[config.mk]
export PLATFORM = sky130hd
export DESIGN_NAME = mux16_rr_sched
export DESIGN_NICKNAME = d
export VERILOG_FILES = /design/src/rtl/mux16_pkg.sv /design/src/rtl/rr_pick16.sv /design/src/rtl/mux16_rr_sched.sv
export SDC_FILE = /design/constraint.sdc
export NUM_CORES = 1
export LEC_CHECK = 0
export BUFFER_PORTS_ARGS = -buffer_cell sky130_fd_sc_hd__buf_2
export CAP_MARGIN = 10
export CELL_PAD_IN_SITES_DETAIL_PLACEMENT = 0
export CELL_PAD_IN_SITES_GLOBAL_PLACEMENT = 1
export CORE_ASPECT_RATIO = 1.4
export CORE_MARGIN = 2
export CORE_UTILIZATION = 52
export CTS_BUF_LIST = sky130_fd_sc_hd__clkbuf_4 sky130_fd_sc_hd__clkbuf_8
export DETAILED_ROUTE_END_ITERATION = 8
export PLACE_DENSITY_LB_ADDON = 0.05
export SLEW_MARGIN = 25
export SYNTH_ARGS = -nofsm -noshare
export SYNTH_HDL_FRONTEND = slang
export SYNTH_SLANG_ARGS = --single-unit
[constraint.sdc]
create_clock -name clk -period 9.8 [get_ports clk]
set_clock_uncertainty 0.15 [all_clocks]
set_input_delay 0.98 -clock clk [delete_from_list [all_inputs] [get_ports clk]]
set_output_delay 0.98 -clock clk [all_outputs]
set_load 0.02 [all_outputs]
[src/rtl/mux16_pkg.sv]
// Shared constants, state encoding and helpers for the 16-way round-robin mux scheduler.
package mux16_pkg;

    localparam int unsigned N_REQ = 16;
    localparam int unsigned SEL_W = 4;
    localparam int unsigned CNT_W = 8;

    typedef enum logic {
        IDLE  = 1'b0,
        GRANT = 1'b1
    } state_e;

    function automatic logic [N_REQ-1:0] onehot(input logic [SEL_W-1:0] idx);
        return N_REQ'(1) << idx;
    endfunction

endpackage

[src/rtl/rr_pick16.sv]
// Round-robin pick: first requester at or after ptr (mod 16), optionally skipping one index.
module rr_pick16
    import mux16_pkg::*;
(
    input  logic [N_REQ-1:0] req,
    input  logic [SEL_W-1:0] ptr,
    input  logic             excl_en,
    input  logic [SEL_W-1:0] excl_idx,
    output logic             found,
    output logic [SEL_W-1:0] index
);

    logic [N_REQ-1:0] mask;
    logic [SEL_W-1:0] cand;

    // Scan from the farthest offset down so the nearest hit to ptr wins.
    always_comb begin
        found = 1'b0;
        index = ptr;
        cand  = '0;
        mask  = req;
        if (excl_en) begin
            mask[excl_idx] = 1'b0;
        end
        for (int i = N_REQ - 1; i >= 0; i--) begin
            cand = ptr + SEL_W'(i);
            if (mask[cand]) begin
                found = 1'b1;
                index = cand;
            end
        end
    end

endmodule

[src/rtl/mux16_rr_sched.sv]
// Round-robin scheduler for a shared external 16:1 mux with per-grant hold limit and output sampling.
module mux16_rr_sched
    import mux16_pkg::*;
#(
    parameter int unsigned HOLD_MAX = 8
) (
    input  logic             clk,
    input  logic             rst,
    input  logic [N_REQ-1:0] req,
    input  logic             y,
    output logic [SEL_W-1:0] sel,
    output logic [N_REQ-1:0] gnt,
    output logic             busy,
    output logic             dout,
    output logic             dout_valid
);

    localparam logic [CNT_W-1:0] HOLD_LAST = CNT_W'(HOLD_MAX - 1);

    state_e           state_q, state_d;
    logic [SEL_W-1:0] sel_q, sel_d;
    logic [N_REQ-1:0] gnt_q, gnt_d;
    logic [SEL_W-1:0] ptr_q, ptr_d;
    logic [CNT_W-1:0] hold_q, hold_d;
    logic             dout_q;
    logic             dout_valid_q;

    logic             pick_found;
    logic [SEL_W-1:0] pick_idx;
    logic             take_grant;

    // While granting, the current owner is excluded; on release its req bit is already low.
    rr_pick16 u_pick (
        .req      (req),
        .ptr      (ptr_q),
        .excl_en  (state_q == GRANT),
        .excl_idx (sel_q),
        .found    (pick_found),
        .index    (pick_idx)
    );

    always_ff @(posedge clk or posedge rst) begin
        if (rst) begin
            state_q <= IDLE;
            sel_q   <= '0;
            gnt_q   <= '0;
            ptr_q   <= '0;
            hold_q  <= '0;
        end else begin
            state_q <= state_d;
            sel_q   <= sel_d;
            gnt_q   <= gnt_d;
            ptr_q   <= ptr_d;
            hold_q  <= hold_d;
        end
    end

    always_comb begin
        state_d    = state_q;
        sel_d      = sel_q;
        gnt_d      = gnt_q;
        ptr_d      = ptr_q;
        hold_d     = hold_q;
        take_grant = 1'b0;

        unique case (state_q)
            IDLE: begin
                gnt_d      = '0;
                take_grant = pick_found;
            end
            GRANT: begin
                if (!req[sel_q]) begin
                    if (pick_found) begin
                        take_grant = 1'b1;
                    end else begin
                        state_d = IDLE;
                        gnt_d   = '0;
                    end
                end else if (hold_q == HOLD_LAST) begin
                    // Timeout with nobody else waiting keeps the owner and restarts its budget.
                    if (pick_found) begin
                        take_grant = 1'b1;
                    end else begin
                        hold_d = '0;
                    end
                end else begin
                    hold_d = hold_q + CNT_W'(1);
                end
            end
            default: begin
                state_d = IDLE;
                gnt_d   = '0;
            end
        endcase

        if (take_grant) begin
            state_d = GRANT;
            sel_d   = pick_idx;
            gnt_d   = onehot(pick_idx);
            ptr_d   = pick_idx + SEL_W'(1);
            hold_d  = '0;
        end
    end

    // Sample the external mux output one cycle behind sel.
    always_ff @(posedge clk or posedge rst) begin
        if (rst) begin
            dout_q       <= 1'b0;
            dout_valid_q <= 1'b0;
        end else begin
            dout_valid_q <= (state_q == GRANT);
            if (state_q == GRANT) begin
                dout_q <= y;
            end
        end
    end

    assign sel        = sel_q;
    assign gnt        = gnt_q;
    assign busy       = (state_q == GRANT);
    assign dout       = dout_q;
    assign dout_valid = dout_valid_q;

endmodule

### After elaboration in Yosys (flattened, before gate mapping)

Index checks and enable logic that the tools add are counted.

| storage, ports and cells | value |
|---|---|
| register bits after elaboration | 35 |
| bits in latches | 0 |
| memory bits (writable) | 0 |
| ROM bits | 0 |
| bits of input ports | 19 |
| output and inout bits | 23 |
| word-level logic and storage cells | 140 |
| memories kept | 0 |

| operators by class | value |
|---|---|
| $add $sub $neg | 17 |
| $mul | 0 |
| divide/modulo/power cells | 0 |
| order comparisons | 18 |
| equality and inequality tests | 4 |
| shift operators | 1 |
| mux-type cells | 85 |
| bitwise gates (word level) | 3 |
| reductions and logical operators | 5 |

Operator list:

| cell | number |
|---|---|
| $lt A4 B5 Y1 const B | 17 |
| $bmux W1 S4 | 17 |
| $mux W16 | 4 |
| $mux W4 | 16 |
| $mux W1 | 40 |
| $mux W8 | 5 |
| $add A4 B4 Y4 const B | 8 |
| $pmux W16 S2 | 1 |
| $add A4 B3 Y4 const B | 4 |
| $and A16 B16 Y16 | 1 |
| $not A16 Y16 | 1 |
| $shl A1 B4 Y16 const A | 1 |
| $add A4 B1 Y4 const B | 2 |
| $add A4 B2 Y4 const B | 2 |
| $add A8 B1 Y8 const B | 1 |
| $eq A8 B3 Y1 const B | 1 |
| $ne A3 B3 Y1 const B | 2 |
| $demux W1 S4 | 1 |
| $ge A4 B1 Y1 const B | 1 |
| $reduce_bool A2 Y1 | 2 |
| $ne A3 B2 Y1 const B | 1 |
| $reduce_and A3 Y1 | 1 |
| $pmux W1 S2 | 1 |
| $reduce_and A2 Y1 | 1 |
| 2 further kinds | 2 |

### Depth between registers and ports, before layout

| logic depth | value |
|---|---|
| depth in word-level cells | 31 |
| mapped depth | 18 |
| gate-level depth less buffers | 15 |

### Cells and area by module

Synthesis repeated with hierarchy kept, for this count alone.

| unflattened totals | value |
|---|---|
| cells, all modules | 500 |
| area, all modules | 4498.1 µm² |

By module, submodules not included:

| module | times used | cells an instance | area an instance (µm²) | seq. area each (µm²) |
|---|---|---|---|---|
| rr_pick16 | 1 | 359 | 2762.6 | 0.0 |
| mux16_rr_sched | 1 | 141 | 1735.4 | 875.8 |

### Least setup slack after synthesis

No wires, ideal clock.

| path | value |
|---|---|
| path type | register to register |
| start | register ptr_q[1] |
| end | register ptr_q[2] |
| library setup time | 140 ps |
| arrival | 4538 ps |
| required time | 9510 ps |
| setup slack | 4972 ps |
| cell stages (with the launch flop) | 19 |
| buffers on the path | 4 |
| clock period less this slack | 4828 ps |
| path through | dfrtp_1 buf_6 clkinv_1 buf_1 ha_1 buf_2 inv_2 buf_1 o221ai_1 and4_1 mux2_2 a211o_1 or3_1 or3_1 a31oi_2 ha_1 ha_1 nand2_1 o21ai_0 |

| between the ends | value |
|---|---|
| elaborated cells on any way between the ends | 84 |
| those cells by class | add/sub (16); mux (68) |

RTL lines:

| element | line | source |
|---|---|---|
| start, declared | mux16_rr_sched.sv:23 | `logic [SEL_W-1:0] ptr_q, ptr_d;` |
| start signal, assigned | mux16_rr_sched.sv:53 | `ptr_q <= ptr_d;` |
| $add A4 B4 Y4 | rr_pick16.sv:26 | `cand = ptr + SEL_W'(i);` |
| $bmux W1 S4 | rr_pick16.sv:27 | `if (mask[cand]) begin` |
| $mux W1 (implied by the code) | rr_pick16.sv:27 |  |
| $mux W4 (15 in a row) | rr_pick16.sv:27 |  |
| $mux W4 (*) | rr_pick16.sv:27 |  |
| named net pick_idx[1] | mux16_rr_sched.sv:29 | `logic [SEL_W-1:0] pick_idx;` |
| $add A4 B1 Y4 (*) | mux16_rr_sched.sv:100 | `ptr_d = pick_idx + SEL_W'(1);` |

The timed path passes the listed nets; every way through them passes the cells marked *. The select of a mux whose other input is x is not followed.
A chain may end at the register's enable or synchronous reset.

### Worst setup path in the final report

| path | value |
|---|---|
| start | register ptr_q[1] |
| end | register gnt_q[7] (netlist: gnt[7]) |

| between the ends | value |
|---|---|
| cells in the longest elaborated chain, start to end | 25 |
| elaborated cells on any way between the ends | 88 |
| those cells by class | add/sub (15); eq/ne (2); shift (1); mux (69); reduce/logical (1) |

Ends and longest elaborated chain:

| element | line | source |
|---|---|---|
| $add A4 B4 Y4 | rr_pick16.sv:26 |  |
| $bmux W1 S4 | rr_pick16.sv:27 |  |
| $mux W1 (implied by the code) | rr_pick16.sv:27 |  |
| $mux W1 (16 in a row) | rr_pick16.sv:27 |  |
| $mux W1 | mux16_rr_sched.sv:73, mux16_rr_sched.sv:81 |  |
| $mux W1 | mux16_rr_sched.sv:79 | `end else if (hold_q == HOLD_LAST) begin` |
| $mux W1 | mux16_rr_sched.sv:72 | `if (!req[sel_q]) begin` |
| $pmux W1 S2 | mux16_rr_sched.sv:66 | `unique case (state_q)` |
| $ne A3 B3 Y1 (no source line) / $ne A3 B2 Y1 (equally long branches) | -- |  |
| $reduce_and A2 Y1 (no source line) | -- |  |
| end signal, assigned | mux16_rr_sched.sv:52 | `gnt_q <= gnt_d;` |
| end, declared | mux16_rr_sched.sv:22 | `logic [N_REQ-1:0] gnt_q, gnt_d;` |

Parallel ways exist; a longest one is shown, timed or not. The select of a mux whose other input is x is not followed.

==> flow_summary.toml <==
[synthesis]
yosys.area.top_type_share = 0.182
yosysSeqAreaShare = 0.182
synth_flop_cell = "dfrtp_1"
yosysUniqueCellTypes = 80
synthTopCellsByArea = "dfrtp_1 (18%), mux4_2 (14%), mux2i_1 (5.0%)"
synth_most_common_cell = "nand2_1"
synth_area_mm2 = 0.00482
synth-edff-count = 0
synthCells = 524
async_flop_share = 1.00
synth_commonest_cells = "nand2_1 (58), dfrtp_1 (35), nor2_1 (32), mux4_2 (31), o21ai_0 (31)"
yosysWarnings = 0
yosys.area.top_type = "dfrtp_1"
synth_area_per_cell_um2 = 9.20
synth.ff_latch_count = 35
synthesis.nets = 557

[floorplan]
io_pins = 42
fp.dieW_um = 85.4
start_util = 0.534
rows = 41
dieArea_mm2 = 0.0101
die_h_um = 118
core_mm2 = 0.00903

[cts]
cts_resized = 0
cts_tree = "done"
cts_hold_buf = 0
numCtsBuffers = 5
root_buffer = "clkbuf_8"
h-tree-depth = 2
cts.path.max_buffers = 2
clkLatencyLatePin_ps = 300
postCtsSetupBuffers = 0
cts.clk_slew.worst_paths_ps = 80
clock_sinks = 35

[sta]
fin_crit_sh = 0.616
fmax_mhz = 166
finalWorstPathRequiredPeriod_ps = 6040
setup_violations = 0
fin_setup_tns_ps = 0
relSlewSlack = 0.301
hold_viol = 0
holdWs_ps = 326
rsz0062_at_grt = "no"
tightestPinTransition_ps = 1040
drv_slew = 0

[critical_path]
worstReg2RegStart = "ptr_q[1]$_DFFE_PP0P_"
critPathKind = "register to register"
arrival_ps = 6070
critPathMaxFanout = 21
startpoint_type = "register"
regToRegEndpoint = "gnt[7]$_DFFE_PP0P_"
required_ps = 9830
end_kind = "register"
reg2reg_depth = 13
r2r_slack_ps = 3760

[route]
drc_errors = 0
dr.pass1.iters = 5
finalWirelength_um = 16300
drt-initial-drc-count = 510
antenna_left = 0
num_vias = 4790
routed_via_density = 7.28
wl_per_cell_um = 24.8

[hold_path]
hold_path.startpoint = "hold_q[7]$_DFFE_PP0P_"
hold_path_depth = 1
min_to = "hold_q[7]$_DFFE_PP0P_"
holdCritPathClass = "register to register"

[grt]
grt_remaining_overflow = 0
grt_max_degree = 36
grt_pass1_wl_um = 26400
antenna_found_initial = 0
grtUsageTotal = 0.335
grt_pass1_vias = 4841

[final_layout]
num_antenna_cells = 0
fin_nets = 583
finalNonFillerCells = 658
drive_gt1_frac = 0.230
areaGrowthSynthToFinish_pct = 6.72

[placed_design]
place_congestion = 1.01
portBuffers = 41
hpwl_um = 12200
place_inst = 649

[run_status]
status = "completed"

[flow_run]
maxCapViolations = 0
-- cell type report --
cell class | count | area [µm²]
fill | 834 | 3880
multi-input combinational | 440 | 3670
sequential | 35 | 876
timing repair buffer | 52 | 288
tap | 107 | 134
clock buffer | 5 | 68.8
inverter | 16 | 62.6
clock inverter | 3 | 43.8
-- layer usage --
metal	routed length, µm	share of wire	GRT usage
met4	1080	0.066	0.207
met3	938	0.057	0.0323
met5	0	0	0
met2	8290	0.51	0.567
met1	6020	0.37	0.404
-- worst max-delay path by stage --
stage          cells after the start                    to                  from
6_report                          13    gnt[7]$_DFFE_PP0P_  ptr_q[1]$_DFFE_PP0P_
2_1_floorplan                     18  ptr_q[2]$_DFFE_PP0P_  ptr_q[1]$_DFFE_PP0P_
3_3_place_gp                      13   gnt[15]$_DFFE_PP0P_  ptr_q[1]$_DFFE_PP0P_
5_1_grt                           13    gnt[7]$_DFFE_PP0P_  ptr_q[1]$_DFFE_PP0P_
4_1_cts                           13    gnt[7]$_DFFE_PP0P_  ptr_q[1]$_DFFE_PP0P_
3_5_place_dp                      13   gnt[11]$_DFFE_PP0P_  ptr_q[1]$_DFFE_PP0P_
-- sequential cells by signal (all words and copies together), names as in the netlist --
name	cells
dout	1
busy	1
dout_valid	1
ptr_q	4
hold_q	8
sel	4
gnt	16
-- worst max-delay path, stage by stage, from the launching register on --
cell      delay [ps]
dfrtp_1          930
clkinv_1         150
buf_4            260
ha_1             830
inv_2            360
a2111o_1         460
and4_1           270
mux2_2           370
or4b_4           520
nor4_4           510
or2_1            520
inv_4            160
and2_4           200
a32o_1           200
-- stage by stage --
step / cell area (µm²) / utilization / setup slack [ps]
after floorplan: 4820 / - / 4970
after global placement: 5020 / 0.556 / 3850
after detailed placement: 5020 / 0.556 / 3760
after CTS: 5140 / 0.569 / 3740
after global routing: 5140 / 0.570 / 3350
final: 5140 / 0.570 / 3760
-- cell usage in the layout, fill, tap and decap left out, types with 9 or more instances in the layout --
| master | instances |
|---|---|
| nand2_1 | 58 |
| buf_2 | 41 |
| dfrtp_1 | 35 |
| nor2_1 | 32 |
| mux4_2 | 31 |
| o21ai_0 | 31 |
| mux2i_1 | 24 |
| a21oi_1 | 24 |
| o22ai_1 | 18 |
| a32o_1 | 17 |
| nand3_1 | 14 |
| ha_1 | 14 |
| xnor2_1 | 13 |
| nor3_1 | 11 |
| buf_4 | 11 |
| mux2_2 | 10 |
| inv_1 | 10 |
| a21boi_0 | 9 |
-- cell families (layout without fill, tap and decap cells) --
| family | after synthesis | after routing | share of synthesized area |
|---|---|---|---|
| mux | 72 | 72 | 0.256 |
| flops | 35 | 35 | 0.182 |
| simple gates | 165 | 165 | 0.181 |
| buf+inv | 49 | 76 | 0.0566 |
| fa+ha+maj | 14 | 14 | 0.0363 |
| xor+xnor | 16 | 16 | 0.0291 |
| compound gates | 173 | 173 | 0.259 |
Power is not shown: default switching activity piles up to over one toggle a cycle in this logic, so the estimate is an artifact.
